`src/rtl/heepidermis_pad_pkg.sv`:
```
// Shared types and defaults for the pad input path.
// Interrupt edge selection and synchroniser depth.
package heepidermis_pad_pkg;

    typedef enum logic [1:0] {
        IRQ_NONE = 2'b00,
        IRQ_RISE = 2'b01,
        IRQ_FALL = 2'b10,
        IRQ_BOTH = 2'b11
    } irq_mode_e;

    localparam int unsigned DEFAULT_SYNC_STAGES = 2;
    localparam int unsigned DEFAULT_CNT_WIDTH   = 16;

    function automatic logic irq_hit(
        input irq_mode_e mode,
        input logic      rise,
        input logic      fall
    );
        logic w_hit;
        w_hit = 1'b0;
        unique case (mode)
            IRQ_NONE: w_hit = 1'b0;
            IRQ_RISE: w_hit = rise;
            IRQ_FALL: w_hit = fall;
            IRQ_BOTH: w_hit = rise | fall;
        endcase
        return w_hit;
    endfunction

endpackage

```
`src/rtl/pad_sync.sv`:
```
// Multi-flop synchroniser for an asynchronous pad value.
// Isolated so a technology synchroniser cell can replace it.
module pad_sync
    import heepidermis_pad_pkg::*;
#(
    parameter int unsigned SYNC_STAGES = DEFAULT_SYNC_STAGES
) (
    input  logic clk_i,
    input  logic rst_i,
    input  logic d_i,
    output logic q_o
);

    logic [SYNC_STAGES-1:0] r_sync;

    always_ff @(posedge clk_i or posedge rst_i) begin
        if (rst_i) begin
            r_sync <= '0;
        end else begin
            r_sync <= {r_sync[SYNC_STAGES-2:0], d_i};
        end
    end

    assign q_o = r_sync[SYNC_STAGES-1];

endmodule

```
`src/rtl/pad_input_filter.sv`:
```
// Synchronised, debounced pad input with edge strobes and a
// sticky maskable interrupt.
module pad_input_filter
    import heepidermis_pad_pkg::*;
#(
    parameter int unsigned SYNC_STAGES = DEFAULT_SYNC_STAGES,
    parameter int unsigned CNT_WIDTH   = DEFAULT_CNT_WIDTH
) (
    input  logic                 clk_i,
    input  logic                 rst_i,
    input  logic                 pad_in_i,
    input  logic                 en_i,
    input  logic [CNT_WIDTH-1:0] debounce_cycles_i,
    input  logic [1:0]           irq_mode_i,
    input  logic                 irq_clear_i,
    output logic                 level_o,
    output logic                 rise_o,
    output logic                 fall_o,
    output logic                 irq_o
);

    logic                 w_s;
    logic                 w_irq_set;
    logic                 r_level;
    logic                 r_rise;
    logic                 r_fall;
    logic                 r_irq;
    logic [CNT_WIDTH-1:0] r_cnt;

    pad_sync #(
        .SYNC_STAGES(SYNC_STAGES)
    ) u_sync (
        .clk_i(clk_i),
        .rst_i(rst_i),
        .d_i  (pad_in_i),
        .q_o  (w_s)
    );

    // >= lets a lowered threshold commit at once and bounds the counter.
    always_ff @(posedge clk_i or posedge rst_i) begin
        if (rst_i) begin
            r_level <= 1'b0;
            r_cnt   <= '0;
            r_rise  <= 1'b0;
            r_fall  <= 1'b0;
        end else begin
            r_rise <= 1'b0;
            r_fall <= 1'b0;
            if (!en_i || (w_s == r_level)) begin
                r_cnt <= '0;
            end else if (r_cnt >= debounce_cycles_i) begin
                r_level <= w_s;
                r_cnt   <= '0;
                r_rise  <= w_s;
                r_fall  <= ~w_s;
            end else begin
                r_cnt <= r_cnt + CNT_WIDTH'(1);
            end
        end
    end

    assign w_irq_set = irq_hit(irq_mode_e'(irq_mode_i), r_rise, r_fall);

    // Set has priority over clear.
    always_ff @(posedge clk_i or posedge rst_i) begin
        if (rst_i) begin
            r_irq <= 1'b0;
        end else if (w_irq_set) begin
            r_irq <= 1'b1;
        end else if (irq_clear_i) begin
            r_irq <= 1'b0;
        end
    end

    assign level_o = r_level;
    assign rise_o  = r_rise;
    assign fall_o  = r_fall;
    assign irq_o   = r_irq;

endmodule
```
`config.mk`:
```
export PLATFORM = sky130hd
export DESIGN_NAME = pad_input_filter
export DESIGN_NICKNAME = d
export VERILOG_FILES = /design/src/rtl/heepidermis_pad_pkg.sv /design/src/rtl/pad_sync.sv /design/src/rtl/pad_input_filter.sv
export SDC_FILE = /design/constraint.sdc
export NUM_CORES = 1
export LEC_CHECK = 0
export CAP_MARGIN = 20
export CORE_MARGIN = 4
export CORE_UTILIZATION = 46
export DETAILED_ROUTE_END_ITERATION = 12
export GPL_TIMING_DRIVEN = 0
export HOLD_SLACK_MARGIN = 0.02
export PLACE_DENSITY_LB_ADDON = 0.1
export SYNTH_ARGS = -nofsm -noshare
export SYNTH_HDL_FRONTEND = slang
export SYNTH_SLANG_ARGS = --single-unit
```
`constraint.sdc`:
```
create_clock -name clk_i -period 2 [get_ports clk_i]
set_input_delay 0.3 -clock clk_i [delete_from_list [all_inputs] [get_ports clk_i]]
set_output_delay 0.3 -clock clk_i [all_outputs]
set_load 0.01 [all_outputs]
```
==> results of run 1 <==
==> state kept, by name, indices dropped and copies added, names as in the netlist <==
name / count
u_sync.r_sync: 2
fall_o: 1
irq_o: 1
level_o: 1
rise_o: 1
r_cnt: 16
==> cells by family (layout without fill, tap and decap cells) <==
group,count (synthesis),count (layout),synth area share [%]
simple gates,54,54,21.2
compound gates,15,15,7.50
fa+ha+maj,17,17,15.6
flops,22,22,40.3
xor+xnor,13,13,8.33
buf+inv,22,67,6.31
mux,1,1,0.823
==> per-layer routing <==
metal	global-route usage (%)	part of all wire (%)	vias up
met5	0	0	-
met4	4.96	1.4	0
met3	3.24	4.4	4
met2	28.0	49	18
met1	19.2	46	530
li1	-	-	570
==> how the worst min path moves through the flow <==
stage | from | end
after global placement | u_sync.r_sync[0] | u_sync.r_sync[1]
final | u_sync.r_sync[0] | u_sync.r_sync[1]
after CTS | u_sync.r_sync[0] | u_sync.r_sync[1]
after floorplan | rst_i | fall_o
after detailed placement | u_sync.r_sync[0] | u_sync.r_sync[1]
after global routing | u_sync.r_sync[0] | u_sync.r_sync[1]
==> area by class of cell <==
class / instances / area, sq um / share of cell area (%)
plain buffers: 1 / 11.3 / 0.577
clock buffers: 3 / 22.5 / 1.15
inverters: 21 / 78.8 / 4.04
multi-input cells: 100 / 862 / 44.2
flip-flops and latches: 22 / 556 / 28.5
well taps: 31 / 38.8 / 1.99
repair buffers: 42 / 382 / 19.6
==> power by group through the flow <==
stage	registers, mW	clock network [mW]	logic [mW]
global route	0.452	0.223	0.138
floorplan	0.460	0	0.0508
detailed placement	0.461	0	0.106
finish	0.451	0.202	0.124
global placement	0.460	0	0.102
CTS	0.451	0.205	0.120
==> repair_timing <==
action	CTS	global route
buffers inserted	14	1
endpoints found under the setup margin	19	17
pin swaps	12	1
cloned	0	1
resized for setup	28	7
endpoints found under the hold margin	0	0
==> Yosys cell counts (all sizes together) (2+ instances only) <==
master	instances	share of area [%]
nand4	6	3.7
inv	21	5.8
ha	17	16
and4	2	1.3
nand2	11	3.0
xnor2	3	1.9
a21oi	6	2.2
o21ai	4	1.5
xor2	10	6.4
nor2b	2	0.91
nor2	19	5.2
and2	2	0.91
nor3	2	1.1
dfrtp	22	40
o21a	2	1.1
nand3	5	1.8
==> critical path: cells and delay by family, from the launching register on <==
family | cells | cell delay [ns]
AOI/OAI and AO/OA | 1 | 0.18
adders and majority gates | 1 | 0.29
DFF | 1 | 0.44
muxes | 1 | 0.31
and+or+nand+nor | 3 | 0.78
==> cells in the final DEF, fill, tap and decap left out, types with 5 or more instances in the layout <==
cell type | synthesis | layout
clkdlybuf4s50_1 | 0 | 18
buf_4 | 1 | 13
nand2_1 | 11 | 9
dlygate4sd2_1 | 0 | 8
inv_1 | 21 | 14
nand3_1 | 5 | 5
dfrtp_1 | 22 | 18
xor2_1 | 10 | 10
nor2_1 | 19 | 19
ha_4 | 0 | 7
a21oi_1 | 6 | 6
inv_2 | 0 | 7
ha_1 | 17 | 10
==> results.toml, run 1 <==
[timing]
setup_slack_ns = -0.109
max_freq_mhz = 474
slew_headroom_pct = 44.8
setup_viol = 17
setup-tns-final_ns = -1.26
fin_crit_sh_pct = 105
finalHoldViolCount = 0
period_needed_ns = 2.11
fin_skew_ns = 0.00259
timing.hold.ws_ns = 0.367
rsz0062_at_grt = "yes"
slew_violations = 0
worst_pin_slew_ns = 0.827

[power_and_ir_drop]
swShare_pct = 24.2
p_clk_share_pct = 26.0
vdd_drop_max_mv = 0.278
p_total_uw = 777
power_density_nw_per_um2 = 398
p_leak_nw = 0.888
intPower_uw = 589
p_switching_uw = 188
pwr-share-comb_pct = 16.0
power_frac_seq_pct = 58.0

[synth]
ys_warn_count = 0
synthesis.area_sq_um = 1370
ys_seq_elements = 22
synth_edf_count = 0
ys.flop_type = "dfrtp_1"
syn_avg_cell_area_sq_um = 9.50
synth_cell_types = 28
ys_seq_area_share_pct = 40.3
async_flop_share_pct = 100
synthesis.instances = 144
syn_nets = 184

[clocking]
cts_tree = "yes"
cts_root_buf = "clkbuf_4"
cts.sink_count = 22
htreeDepth = 1
insertion_delay_ns = 0.30
cts_buffers = 3
path_clk_slew_ns = 0.12
clockBufferDepth = 2
postCtsHoldBufs = 0

[route]
vias_per_cell = 5.10
ant_nets = 0
vias = 1122
drc = 0
drt-pass1-iter-count = 4
routed_wirelength_um = 2940
wl_per_cell_um = 13.4
drtIter0Drc = 32

[final_layout]
nets = 231
final_area_sq_um = 1950
syn_to_final_growth_pct = 42.6
fill_cells = 226
drive_gt1_share_pct = 25.4
diodes = 0
post-route-util_pct = 69.5
layout.cells.non_filler = 220

[grt]
grt_usage_pct = 15.8
overflow = 0
grt_pass1_vias = 1229
grt_max_degree = 23
antenna_found_initial = 0
grt_pass1_wl_um = 5180

[hold_path]
hp-class = "reg -> reg"
whs_path_depth = 0

[critical_path]
critical_path_class = "reg -> reg"
regToRegEndpoint = "level_o"
cpMaxStageDelayCell = "or4b_4"
r2r_cells = 6
cp_cell_sequence = "ha_4, nand4_4, nor3_4, or4b_4, a31oi_4, mux2_4"
critPathRequiredTime_ns = 2.20
rrSetupSlack_ns = -0.11
startpoint_type = "flop"
cp_slowest_stage_delay_ns = 0.51
crit_path_end = "level_o"
worst_setup_path_end_kind = "flop"
worstPathMaxFanout = 3
r2r_start = "r_cnt[13]"
critPathLaunch = "r_cnt[13]"
cp_data_arrival_time_ns = 2.31

[floorplanning]
row_count = 19
chipHeight_um = 62.5
dieArea_sq_um = 3910
fp.coreArea_sq_um = 2810
fp.dieW_um = 62.5
io_pins = 27
start_util_pct = 48.8

[placement]
place_area_sq_um = 1730
gp_congestion = 0.781
post-place-ws_ns = -0.596
dp_hpwl_um = 2170
portBuffers = 26
place_inst = 201

[status]
violations = "setup timing"
status = "complete, but fails checks"

[flow_run]
cap_violations = 0
Note: power is estimated with default switching activity, not from simulation.
==> inputs of run 2 (changes only) <==
--- a/config.mk
+++ b/config.mk
@@ -7,11 +7,13 @@
 export LEC_CHECK = 0
 export CAP_MARGIN = 20
 export CORE_MARGIN = 4
-export CORE_UTILIZATION = 46
+export CORE_UTILIZATION = 56
 export DETAILED_ROUTE_END_ITERATION = 12
+export DONT_BUFFER_PORTS = 1
 export GPL_TIMING_DRIVEN = 0
 export HOLD_SLACK_MARGIN = 0.02
 export PLACE_DENSITY_LB_ADDON = 0.1
+export REMOVE_ABC_BUFFERS = 1
 export SYNTH_ARGS = -nofsm -noshare
 export SYNTH_HDL_FRONTEND = slang
 export SYNTH_SLANG_ARGS = --single-unit
==> results.toml, run 2 (synthesis gave the netlist of run 1 again) <==
[final_layout]
nets = 200
syn_to_final_growth_pct = 20.5
largest_reg_flops = 16
reg_top3 = "r_cnt x16, u_sync.r_sync x2"
post-route-util_pct = 72.4
top_register = "r_cnt"
final_cell_mix = "22 x dfrtp_1, 21 x inv_1, 19 x nor2_1, 12 x ha_1"
mostFrequentLayoutCell = "dfrtp_1"
layout.cells.non_filler = 187
drive_gt1_share_pct = 18.9
diodes = 0
fill_cells = 170

[placement]
gp_congestion = 0.766
place_inst = 171
dp_hpwl_um = 1960
portBuffers = 0

[critical_path]
regToRegEndpoint = "level_o"
cp_cell_sequence = "ha_4, nand4_4, buf_4, nor3_1, nor4_4, a31oi_4, mux2_4"
cp_slowest_stage_delay_ns = 0.44
cp_data_arrival_time_ns = 2.39
cpMaxStageDelayCell = "dfrtp_1"
crit_path_end = "level_o"
critical_path_class = "reg -> reg"
worst_setup_path_end_kind = "flop"
r2r_cells = 7
startpoint_type = "flop"
rrSetupSlack_ns = -0.18
critPathRequiredTime_ns = 2.21
critPathLaunch = "r_cnt[14]"
worstPathMaxFanout = 3
r2r_start = "r_cnt[14]"

[timing]
rsz0062_at_grt = "yes"
worst_pin_slew_ns = 0.844
slew_violations = 0
timing.hold.ws_ns = 0.0308
slew_headroom_pct = 43.7
setup_slack_ns = -0.176
finalHoldViolCount = 0
period_needed_ns = 2.18
fin_crit_sh_pct = 109
max_freq_mhz = 459
fin_skew_ns = 0.00350
setup_viol = 17

[power_and_ir_drop]
power_density_nw_per_um2 = 471
p_leak_nw = 0.774
vdd_drop_max_mv = 0.386

[floorplanning]
io_pins = 27
start_util_pct = 60.1
chipHeight_um = 57.4
dieArea_sq_um = 3300
row_count = 17
fp.coreArea_sq_um = 2280
fp.dieW_um = 57.4

[route]
drtIter0Drc = 27
wl_per_cell_um = 15.9
vias = 1073
routed_wirelength_um = 2980
vias_per_cell = 5.74
drc = 0
ant_nets = 0
drt-pass1-iter-count = 4

[grt]
busiest_layer = "met2"
use_met1_pct = 22.8
grt_usage_pct = 19.8
antenna_found_initial = 0
grt_max_degree = 23
grtUsageMet3_pct = 2.71
grt_pass1_vias = 1149
grt_pass1_wl_um = 4980
overflow = 0
grtUsageMet2_pct = 35.8

[clocking]
insertion_delay_ns = 0.31
cts_root_buf = "clkbuf_4"
clockBufferDepth = 2
cts_tree = "yes"
cts.sink_count = 22
path_clk_slew_ns = 0.12
htreeDepth = 1
cts_buffers = 3

[hold_path]
hp-class = "in -> async"

[status]
violations = "setup timing"
status = "complete, but fails checks"

[flow_run]
cap_violations = 0
run 2: per-stage QoR:
step | power [mW] | cell area, sq um | TNS, ns | worst slack [ns]
after floorplan | 0.502 | 1360 | -0.143 | -0.143
after global placement | 0.510 | 1400 | -3.25 | -0.288
after detailed placement | 0.514 | 1400 | -4.40 | -0.319
after CTS | 0.778 | 1620 | -0.420 | -0.131
after global routing | 0.813 | 1650 | -1.69 | -0.241
final | 0.776 | 1650 | -0.685 | -0.176
run 2: worst min-delay path by stage:
stage / from / end / slack (ns)
floorplan: rst_i / fall_o / 0.29
global placement: pad_in_i / u_sync.r_sync[0] / 0.33
detailed placement: pad_in_i / u_sync.r_sync[0] / 0.33
CTS: rst_i / rise_o / 0.05
global route: irq_clear_i / irq_o / 0.07
finish: rst_i / rise_o / 0.03
run 2: repair_timing:
action / in CTS / in global routing
hold buffers: 1 / 0
pin swaps: 5 / 1
setup endpoints to repair: 19 / 19
gates resized for setup: 12 / 4
cloned: 1 / 0
buffers inserted: 10 / 0
hold endpoints to repair: 1 / 0
run 2: power breakdown:
group          leakage [nW]  total, mW  internal (mW)  switching (mW)
clock network        0.0210      0.249          0.111           0.138
registers             0.302      0.451          0.449         0.00243
logic                 0.451     0.0753         0.0304          0.0449
total                 0.774      0.776          0.590           0.185
run 2: layout make-up:
type                    count  area (sq um)  area share (%)
repair buffers             11          85.1            5.16
flip-flops and latches     22           551            33.4
inverters                  21          78.8            4.78
well taps                  28          35.0            2.13
clock buffers               4          36.3            2.20
multi-input cells         101           862            52.3
run 2: worst max-delay path, delay by kind of cell (launching register included):
family	cells	cell delay (ns)
adders and majority gates	1	0.30
muxes	1	0.31
and+or+nand+nor	3	0.68
AOI/OAI and AO/OA	1	0.18
DFF	1	0.44
buffers and inverters	1	0.16
run 2: per-layer routing:
metal / part of all wire (%) / wire length [um]
met3: 3.6 / 107
met5: 0 / 0
met4: 3.1 / 91
met1: 41 / 1230
met2: 52 / 1540
==> inputs of run 3 (changes only) <==
--- a/config.mk
+++ b/config.mk
@@ -6,6 +6,7 @@
 export NUM_CORES = 1
 export LEC_CHECK = 0
 export CAP_MARGIN = 20
+export CORE_ASPECT_RATIO = 0.9
 export CORE_MARGIN = 4
 export CORE_UTILIZATION = 56
 export DETAILED_ROUTE_END_ITERATION = 12
==> results.toml, run 3 (synthesis gave the netlist of run 1 again) <==
[clocking]
cts_tree = "yes"
clockBufferDepth = 2
cts.sink_count = 22
cts_root_buf = "clkbuf_4"
path_clk_slew_ns = 0.13
insertion_delay_ns = 0.32
htreeDepth = 1
cts_buffers = 3

[placement]
portBuffers = 0
post-place-ws_ns = -0.279
place_inst = 170
dp_hpwl_um = 1810
gp_congestion = 0.803
place_area_sq_um = 1390

[route]
drtIter0Drc = 48
vias = 1026
wl_per_cell_um = 14.8
ant_nets = 0
vias_per_cell = 5.52
drt-pass1-iter-count = 4
routed_wirelength_um = 2740
drc = 0

[timing]
setup-tns-final_ns = -1.15
slew_violations = 0
setup_slack_ns = -0.160
max_freq_mhz = 463
finalHoldViolCount = 0
rsz0062_at_grt = "yes"
fin_crit_sh_pct = 108
setup_viol = 19
slew_headroom_pct = 44.6
fin_skew_ns = 0.0191
worst_pin_slew_ns = 0.830
period_needed_ns = 2.16

[critical_path]
crit_path_end = "level_o"
critPathLaunch = "r_cnt[12]"
worstPathMaxFanout = 3
critPathRequiredTime_ns = 2.22
cp_data_arrival_time_ns = 2.38
rrSetupSlack_ns = -0.16
r2r_cells = 6
critical_path_class = "reg -> reg"
regToRegEndpoint = "level_o"
cp_slowest_stage_delay_ns = 0.50
startpoint_type = "flop"
worst_setup_path_end_kind = "flop"
r2r_start = "r_cnt[12]"
cpMaxStageDelayCell = "or4b_4"
cp_cell_sequence = "ha_4, nand4_4, nor3_4, or4b_4, a31oi_4, mux2_4"

[power_and_ir_drop]
power_density_nw_per_um2 = 525
vdd_drop_max_mv = 0.496
p_leak_nw = 0.784

[grt]
grt_pass1_vias = 1023
antenna_found_initial = 0
grt_pass1_wl_um = 4460
grt_max_degree = 23
overflow = 0
grt_usage_pct = 18.4

[status]
violations = "setup timing"
status = "complete, but fails checks"

[final_layout]
layout.cells.non_filler = 186
drive_gt1_share_pct = 18.2
fill_cells = 168
largest_reg_flops = 16
syn_to_final_growth_pct = 21.0
final_cell_mix = "22 x dfrtp_1, 21 x inv_1, 18 x nor2_1, 13 x ha_1"
mostFrequentLayoutCell = "dfrtp_1"
diodes = 0
register_area_sq_um = 551
nets = 200
top_register = "r_cnt"
reg_top3 = "r_cnt x16, u_sync.r_sync x2"
multiInputGateArea_sq_um = 850
final_area_sq_um = 1650

[floorplanning]
fp.coreArea_sq_um = 2240
fp.dieW_um = 60.1
start_util_pct = 61.0
io_pins = 27
dieArea_sq_um = 3300
chipHeight_um = 54.9
row_count = 16

[flow_run]
cap_violations = 0

[hold_path]
hp-class = "in -> async"
[run 3: cell count changes in the layout (fill, tap and decap cells not counted), sizes merged]
cell,previous run,this run
clkbuf,4,3
bufinv,0,1
[run 3: through the flow]
step                      utilization (%)  hold slack, ns  total power [mW]
after floorplan                         -           0.289             0.502
after global placement               62.2           0.331             0.512
after detailed placement             62.2           0.332             0.514
after CTS                            69.9          0.0519             0.863
after global routing                 73.8          0.0568             0.905
final                                73.8          0.0110             0.868
[run 3: routing by layer]
layer  global-route usage [%]  part of all wire [%]
met2                     32.4                    49
met3                     4.48                   5.4
met4                     4.43                  0.73
met1                     22.6                    45
met5                        0                     0
[run 3: power by group]
part           switching [mW]  internal [mW]  leakage, nW
logic                  0.0442         0.0302        0.455
clock network           0.139          0.203       0.0279
registers             0.00243          0.449        0.302
total                   0.186          0.682        0.784
[run 3: worst min path at each step]
stage               slack [ns]         from  cells past startpoint               end
finish                    0.01        rst_i                      1            rise_o
global placement          0.33     pad_in_i                      0  u_sync.r_sync[0]
floorplan                 0.29        rst_i                      1            fall_o
detailed placement        0.33     pad_in_i                      0  u_sync.r_sync[0]
CTS                       0.05        rst_i                      1            rise_o
global route              0.06  irq_clear_i                      1             irq_o
[run 3: cell type report]
cell class | count | share of cell area [%]
multi-input combinational | 101 | 51.4
timing repair buffer | 11 | 5.37
clock inverter | 1 | 1.82
sequential | 22 | 33.3
tap | 27 | 2.04
inverter | 21 | 4.77
clock buffer | 3 | 1.36
[run 3: critical path: cells and delay by family, from the launching register on]
family                     cells  cell delay (ns)
and+or+nand+nor                3             0.81
DFF                            1             0.46
muxes                          1             0.32
adders and majority gates      1             0.30
AOI/OAI and AO/OA              1             0.17
[run 3: what timing repair did]
action,in CTS,in global routing
setup endpoints to repair,19,19
cloned,1,0
endpoints found under the hold margin,1,0
gates resized for setup,6,9
hold buffers,1,0
pin swaps,6,5
buffers inserted,8,2
==> RTL change (config.mk and constraints of run 3) <==
Put one more register stage on the output `fall_o`, cleared by the reset. The value now appears one clock later. The other outputs are not delayed to match.
--- a/src/rtl/pad_input_filter.sv
+++ b/src/rtl/pad_input_filter.sv
@@ -76,3 +76,9 @@
     assign rise_o  = r_rise;
-    assign fall_o  = r_fall;
+    always_ff @(posedge clk_i or posedge rst_i) begin
+        if (rst_i) begin
+            fall_o <= '0;
+        end else begin
+            fall_o <= r_fall;
+        end
+    end
     assign irq_o   = r_irq;
Check against the original RTL: not equivalent (Yosys sat finds a counterexample within 10 cycles, from zero or initial values and one cycle with rst_i high).
==> RTL change against run 3 <==
- the flow still finishes with violations (setup timing)
- hold slack better by 0.019 ns
- power is 10% lower
- non-clock buffer count is 3 higher
- design area is 4.5% higher
- die area is 1.6% higher
- worst setup slack better by 0.042 ns
- sequential cell count is 1 higher
- wire length is 11% higher
- combinational power is 19% higher
- area after synthesis is 1.8% higher
- maximum frequency is 2.0% higher
- critical path depth stayed put
- largest power group unchanged
==> RTL change: results (changes against run 3) <==
First-pass GRT wire length: 4761 µm (was 4457 µm)
Met1 Use GR: 22.42% (was 22.64%)
Met2 Usage GRT: 29.62% (was 32.37%)
Failing checks: setup timing (unchanged)
# placed instances: 171 (was 170)
Setup Viol. Count Final: 11 (was 19)
Post-CTS Resized: 10 (was 6)
Ranking of synthesized cells by area: dfrtp_1, ha_1, xor2_1 (unchanged)
Initial drt markers: 27 (was 48)
DRT met1 WL: 1239 µm (was 1223 µm)
Placed instance area: 0.001419 mm² (was 0.001394 mm²)
Largest net degree at the start of global routing: 24 (was 23)
Nets: 204 (was 200)
Final worst slack: -0.1173 ns (was -0.1598 ns)
Routed wl met2: 1606 µm (was 1351 µm)
Share of post-route cells with drive strength above 1: 23.31% (was 18.24%)
GPL Wtd Cong: 0.7473 (was 0.8034)
Crit. Startpoint: r_cnt[15] (was r_cnt[12])
Clock group: 0.218 mW (was 0.342 mW)
Routed len/inst: 16.08 µm (was 14.75 µm)
DP Worst Slack: -0.3050 ns (was -0.2794 ns)
Vias per cell: 5.789 (was 5.516)
Synth Instances: 145 (was 144)
Commonest cells in the netlist: dfrtp_1, inv_1, nor2_1 (unchanged)
Worst Skew: 0.01335 ns (was 0.01910 ns)
Fin Hold WS: 0.02949 ns (was 0.01097 ns)
Tot GR Track Use: 18.45% (was 18.39%)
Net Sw Frac: 25.26% (was 21.43%)
Status: finished, violations left (unchanged)
Setup TNS: -0.3099 ns (was -1.152 ns)
P_leak: 0.8215 nW (was 0.7845 nW)
Clock network power share: 28.0% (was 39.4%)
Post-CTS Setup Bufs: 11 (was 8)
Met3 wire length: 136 µm (was 149 µm)
[RTL change: cell types whose count changed after synthesis, sizes merged]
| cell | run 3 | this run |
|---|---|---|
| dfrtp | 22 | 23 |
[RTL change: layout make-up]
class | instances | area [µm²]
clock buffers | 3 | 22.52
clock inverters | 1 | 5.005
fillers | 155 | 534.3
inverters | 21 | 78.83
multi-input cells | 101 | 904.6
flip-flops and latches | 23 | 575.6
well taps | 27 | 33.78
repair buffers | 14 | 107.6
[RTL change: cell families (layout without fill, tap and decap cells)]
| family | Yosys count | count (layout) | share of synthesized area (%) |
|---|---|---|---|
| buffers and inverters | 22 | 39 | 6.200 |
| and+or+nand+nor | 54 | 55 | 20.84 |
| muxes | 1 | 1 | 0.8086 |
| DFF | 23 | 23 | 41.33 |
| AOI/OAI and AO/OA | 15 | 15 | 7.368 |
| adders and majority gates | 17 | 17 | 15.27 |
| xor gates and xnor gates | 13 | 13 | 8.176 |
